## config.mk

```make
export PLATFORM = sky130hd
export DESIGN_NAME = mc_control
export DESIGN_NICKNAME = d
export VERILOG_FILES = /design/src/rtl/mc_pkg.sv /design/src/rtl/mc_outdec.sv /design/src/rtl/mc_control.sv
export SDC_FILE = /design/constraint.sdc
export NUM_CORES = 1
export LEC_CHECK = 0
export BUFFER_PORTS_ARGS = -buffer_cell sky130_fd_sc_hd__buf_2
export CAP_MARGIN = 20
export CORE_AREA = 2 2 39 41
export DETAILED_ROUTE_END_ITERATION = 12
export DIE_AREA = 0 0 41 43
export PLACE_DENSITY = 0.78
export SLEW_MARGIN = 40
export SYNTH_ARGS = -nofsm -noshare
export SYNTH_HDL_FRONTEND = slang
export SYNTH_SLANG_ARGS = --single-unit
```

## constraint.sdc

```tcl
create_clock -name clk -period 3.83 [get_ports clk]
set_input_delay 0.5745 -clock clk [delete_from_list [all_inputs] [get_ports clk]]
set_output_delay 0.5745 -clock clk [all_outputs]
set_load 0.01 [all_outputs]
```

## src/rtl/mc_pkg.sv

```systemverilog
// Shared encodings for the multicycle MIPS main control unit:
// FSM state enum, opcodes, ALU/mux select codes and the control bundle.
package mc_pkg;

    typedef enum logic [3:0] {
        S_FETCH  = 4'd0,
        S_DECODE = 4'd1,
        S_MEMADR = 4'd2,
        S_MEMRD  = 4'd3,
        S_MEMWB  = 4'd4,
        S_MEMWR  = 4'd5,
        S_REX    = 4'd6,
        S_RWB    = 4'd7,
        S_BEQ    = 4'd8,
        S_JMP    = 4'd9
    } state_e;

    localparam logic [5:0] OP_R   = 6'b000000;
    localparam logic [5:0] OP_LW  = 6'b100011;
    localparam logic [5:0] OP_SW  = 6'b101011;
    localparam logic [5:0] OP_BEQ = 6'b000100;
    localparam logic [5:0] OP_J   = 6'b000010;

    localparam logic [1:0] ALUOP_ADD   = 2'b00;
    localparam logic [1:0] ALUOP_SUB   = 2'b01;
    localparam logic [1:0] ALUOP_RTYPE = 2'b10;

    localparam logic [1:0] ALUSRCB_B     = 2'b00;
    localparam logic [1:0] ALUSRCB_FOUR  = 2'b01;
    localparam logic [1:0] ALUSRCB_IMM   = 2'b10;
    localparam logic [1:0] ALUSRCB_IMMSH = 2'b11;

    localparam logic [1:0] PCSRC_ALU    = 2'b00;
    localparam logic [1:0] PCSRC_ALUOUT = 2'b01;
    localparam logic [1:0] PCSRC_JUMP   = 2'b10;

    typedef struct packed {
        logic [1:0] aluop;
        logic       alusrca;
        logic [1:0] alusrcb;
        logic [1:0] pcsource;
        logic       pcwrite;
        logic       pcwritecond;
        logic       iord;
        logic       memread;
        logic       memwrite;
        logic       irwrite;
        logic       regwrite;
        logic       regdst;
        logic       memtoreg;
    } ctrl_t;

    function automatic logic op_legal(input logic [5:0] op);
        return (op == OP_R) || (op == OP_LW) || (op == OP_SW) ||
               (op == OP_BEQ) || (op == OP_J);
    endfunction

endpackage

```

## src/rtl/mc_outdec.sv

```systemverilog
// Combinational state -> control-vector decode for mc_control.
// Ports: state_i (FSM state), mem_ready_i (memory handshake), ctrl_o (strobes).
module mc_outdec
    import mc_pkg::*;
(
    input  state_e     state_i,
    input  logic       mem_ready_i,
    output ctrl_t      ctrl_o
);

    always_comb begin
        ctrl_o = '0;
        case (state_i)
            S_FETCH: begin
                ctrl_o.memread = 1'b1;
                ctrl_o.alusrcb = ALUSRCB_FOUR;
                ctrl_o.aluop   = ALUOP_ADD;
                // IR load and PC+4 commit only when the fetch completes
                ctrl_o.irwrite = mem_ready_i;
                ctrl_o.pcwrite = mem_ready_i;
            end
            S_DECODE: begin
                ctrl_o.alusrcb = ALUSRCB_IMMSH;
                ctrl_o.aluop   = ALUOP_ADD;
            end
            S_MEMADR: begin
                ctrl_o.alusrca = 1'b1;
                ctrl_o.alusrcb = ALUSRCB_IMM;
                ctrl_o.aluop   = ALUOP_ADD;
            end
            S_MEMRD: begin
                ctrl_o.memread = 1'b1;
                ctrl_o.iord    = 1'b1;
            end
            S_MEMWB: begin
                ctrl_o.regwrite = 1'b1;
                ctrl_o.memtoreg = 1'b1;
            end
            S_MEMWR: begin
                ctrl_o.memwrite = 1'b1;
                ctrl_o.iord     = 1'b1;
            end
            S_REX: begin
                ctrl_o.alusrca = 1'b1;
                ctrl_o.alusrcb = ALUSRCB_B;
                ctrl_o.aluop   = ALUOP_RTYPE;
            end
            S_RWB: begin
                ctrl_o.regwrite = 1'b1;
                ctrl_o.regdst   = 1'b1;
            end
            S_BEQ: begin
                ctrl_o.alusrca     = 1'b1;
                ctrl_o.alusrcb     = ALUSRCB_B;
                ctrl_o.aluop       = ALUOP_SUB;
                ctrl_o.pcwritecond = 1'b1;
                ctrl_o.pcsource    = PCSRC_ALUOUT;
            end
            S_JMP: begin
                ctrl_o.pcwrite  = 1'b1;
                ctrl_o.pcsource = PCSRC_JUMP;
            end
            default: ctrl_o = '0;
        endcase
    end

endmodule

```

## src/rtl/mc_control.sv

```systemverilog
// Multicycle MIPS main control FSM: state register, next-state logic, outputs.
// Ports: clk, rst_n, op, mem_ready in; datapath strobes, aluop1/0, illegal out.
module mc_control
    import mc_pkg::*;
(
    input  logic       clk,
    input  logic       rst_n,
    input  logic [5:0] op,
    input  logic       mem_ready,
    output logic       aluop1,
    output logic       aluop0,
    output logic       alusrca,
    output logic [1:0] alusrcb,
    output logic [1:0] pcsource,
    output logic       pcwrite,
    output logic       pcwritecond,
    output logic       iord,
    output logic       memread,
    output logic       memwrite,
    output logic       irwrite,
    output logic       regwrite,
    output logic       regdst,
    output logic       memtoreg,
    output logic       illegal
);

    state_e state_q;
    state_e state_d;
    ctrl_t  ctrl;

    always_ff @(posedge clk or negedge rst_n) begin
        if (!rst_n) state_q <= S_FETCH;
        else        state_q <= state_d;
    end

    always_comb begin
        state_d = S_FETCH;
        case (state_q)
            S_FETCH:  state_d = mem_ready ? S_DECODE : S_FETCH;
            S_DECODE: begin
                case (op)
                    OP_LW, OP_SW: state_d = S_MEMADR;
                    OP_R:         state_d = S_REX;
                    OP_BEQ:       state_d = S_BEQ;
                    OP_J:         state_d = S_JMP;
                    default:      state_d = S_FETCH;
                endcase
            end
            S_MEMADR: state_d = (op == OP_SW) ? S_MEMWR : S_MEMRD;
            S_MEMRD:  state_d = mem_ready ? S_MEMWB : S_MEMRD;
            S_MEMWB:  state_d = S_FETCH;
            S_MEMWR:  state_d = mem_ready ? S_FETCH : S_MEMWR;
            S_REX:    state_d = S_RWB;
            S_RWB:    state_d = S_FETCH;
            S_BEQ:    state_d = S_FETCH;
            S_JMP:    state_d = S_FETCH;
            default:  state_d = S_FETCH;
        endcase
    end

    mc_outdec u_outdec (
        .state_i     (state_q),
        .mem_ready_i (mem_ready),
        .ctrl_o      (ctrl)
    );

    assign aluop1      = ctrl.aluop[1];
    assign aluop0      = ctrl.aluop[0];
    assign alusrca     = ctrl.alusrca;
    assign alusrcb     = ctrl.alusrcb;
    assign pcsource    = ctrl.pcsource;
    // mem_ready may be high during reset; keep the fetch commit quiet
    assign pcwrite     = ctrl.pcwrite & rst_n;
    assign irwrite     = ctrl.irwrite & rst_n;
    assign pcwritecond = ctrl.pcwritecond;
    assign iord        = ctrl.iord;
    assign memread     = ctrl.memread;
    assign memwrite    = ctrl.memwrite;
    assign regwrite    = ctrl.regwrite;
    assign regdst      = ctrl.regdst;
    assign memtoreg    = ctrl.memtoreg;
    assign illegal     = (state_q == S_DECODE) && !op_legal(op);

endmodule

```

==> results.yml <==
setup_path:
  endpoint: "illegal"
  cp.arrival_ps: 1750
  endpoint_kind: "output pin"
  cp-start-kind: "register"
  crit_start: "state_q[0]"
  timing.rr.start: "state_q[0]"
  r2r_setup_slack_ps: 2180
  rr_worst_depth: 3
  critPathKind: "reg -> out"
  r2r_end: "state_q[2]"
  crit_required_ps: 3260
  crit_fanout: 17
timing:
  setup_viol: 0
  slew_headroom: 0.6878
  final-hold-violation-count: 0
  slew_viol_final: 0
  fmax_mhz: 429.6
  tightest_slew_ps: 468.3
  fin_crit_sh: 0.6077
  period_needed_ps: 2328
  skew_ps: 6.791
  rsz0062_at_grt: "false"
  tns_ps: 0
logic_synthesis:
  postSynthCellCount: 67
  synth_seq_cells: 4
  synth_edf_count: 0
  synth_flop_cell: "dfrtp_1"
  yosys_warnings: 0
  syn_avg_cell_area_sq_um: 7.320
  synth.cell_area_sq_um: 490.5
  async_flop_share: 1.000
  synth.distinct_cells: 31
  synth_nets: 76
  synth_seq_area_share: 0.2041
grt:
  grt_overflow_total: 0
  antenna_found_initial: 0
  grt_first_pass_wirelength_mm: 1.766
  grt_max_degree: 18
  grt_usage: 0.1459
  first_global_vias: 450
die:
  die_height_um: 43
  ioPinCount: 26
  dieArea_sq_mm: 0.001763
  core_sq_mm: 0.001384
  die-width_um: 41
  rows: 14
  start_util: 0.3544
final_layout:
  design_area_sq_um: 633.1
  largest_reg_flops: 4
  nFillCells: 158
  top_register: "state_q"
  seq_area_sq_um: 100.1
  num_antenna_cells: 0
  drive_gt1_frac: 0.3556
  area_delta_synth_final_pct: 29.08
  final_common_cell: "buf_2"
  multi_input_area_sq_um: 350.3
  reg.largest.list: "state_q: 4 flops"
  final_cell_mix: "25 x buf_2, 10 x nor2_1"
  nets: 101
drt:
  antenna_left: 0
  drc: 0
  via_per_inst: 5.425
  drt_wl_total_mm: 1.201
  num_vias: 575
  drtPass1Iterations: 4
  first_iter_violations: 9
  wl_per_cell_um: 11.33
placed_design:
  place_congestion: 0.7143
  placedInstanceArea_sq_um: 610.6
  io_buffers: 25
  place_hpwl_um: 936.9
clock_network:
  clkTransAtPathRegs_ps: 40
  postCtsResizedCells: 0
  post_cts_buffers: 0
  hold_buffers: 0
  clockBufferDepth: 2
  clk_latency_ps: 240
  cts.sinks: 4
  numCtsBuffers: 3
  clockRootBuffer: "clkbuf_4"
  htree_levels: 1
  cts_tree: "done"
power_and_ir_drop:
  p_leak_uw: 0.0003136
  vdd_drop_max_mv: 0.2375
  total_power_uw: 355.6
  power-per-cell-area_mw_per_mm2: 561.7
worst_hold_path:
  hp-class: "in -> async"
run:
  cap_violations: 0
status:
  status: "complete, no violations"
-- kinds of logic (layout without fill, tap and decap cells) --
family                    count (synthesis)  in the layout  share of synthesized area
muxes                                     1              1                    0.02041
DFF                                       4              4                     0.2041
buffers and inverters                     9             32                    0.08164
and+or+nand+nor                          40             40                     0.4873
AOI/OAI and AO/OA                        11             11                     0.1709
xor gates and xnor gates                  2              2                    0.03572
-- per-stage QoR --
| stage | std cells | setup slack, ps | hold slack (ps) | utilization |
|---|---|---|---|---|
| finish | 106 | 1502 | 149.6 | 0.4575 |
| global route | 106 | 1365 | 150.2 | 0.4575 |
| CTS | 106 | 1485 | 147.0 | 0.4575 |
| detailed placement | 103 | 1752 | 400.7 | 0.4412 |
| global placement | 103 | 1770 | 393.4 | 0.4412 |
| floorplan | 67 | 1952 | 278.9 | - |
-- cell usage after synthesis, types with 2 or more instances --
cell,instances,area share
o211ai_1,2,0.031
o21ai_0,2,0.020
nand2b_1,3,0.038
nor4b_1,2,0.036
nor3b_1,3,0.046
nor2_1,10,0.077
nor4_1,3,0.038
dfrtp_1,4,0.20
clkbuf_1,2,0.015
nor3_1,4,0.041
nor2b_1,2,0.026
buf_2,2,0.020
a21oi_1,2,0.020
and3_1,3,0.038
nand2_1,4,0.031
inv_1,4,0.031
-- worst max-delay path, cell delays in order, from the launching register on --
cell and delay (ps):
dfrtp_1 610, or4b_4 550, nor3b_1 190, buf_2 150
-- worst min-delay path by stage --
stage                     start          to  slack (ps)  cells past startpoint
after floorplan           rst_n  state_q[0]         280                      0
after global placement    rst_n  state_q[1]         390                      1
after detailed placement  rst_n  state_q[3]         400                      1
after CTS                 rst_n  state_q[1]         150                      1
after global routing      rst_n  state_q[1]         150                      1
final                     rst_n  state_q[1]         150                      1
-- routing by layer --
metal,GRT usage,wire (um)
met5,0,0
met1,0.1812,548
met2,0.2313,538
met4,0.08000,14
met3,0.01571,99
-- layout make-up --
cell class,instances,share of cell area
clock buffer,3,0.03557
inverter,4,0.02372
multi-input combinational,54,0.5534
sequential,4,0.1581
tap,16,0.03162
timing repair buffer,25,0.1976
-- power breakdown --
| group | leakage, uW | switching [uW] | total, uW | internal, uW |
|---|---|---|---|---|
| Sequential | 0.0000538 | 45.2 | 98.7 | 53.5 |
| Clock | 0.0000138 | 17.1 | 52.1 | 35.0 |
| Combinational | 0.000246 | 107 | 205 | 98.2 |
(Power assumes the default switching activity.)
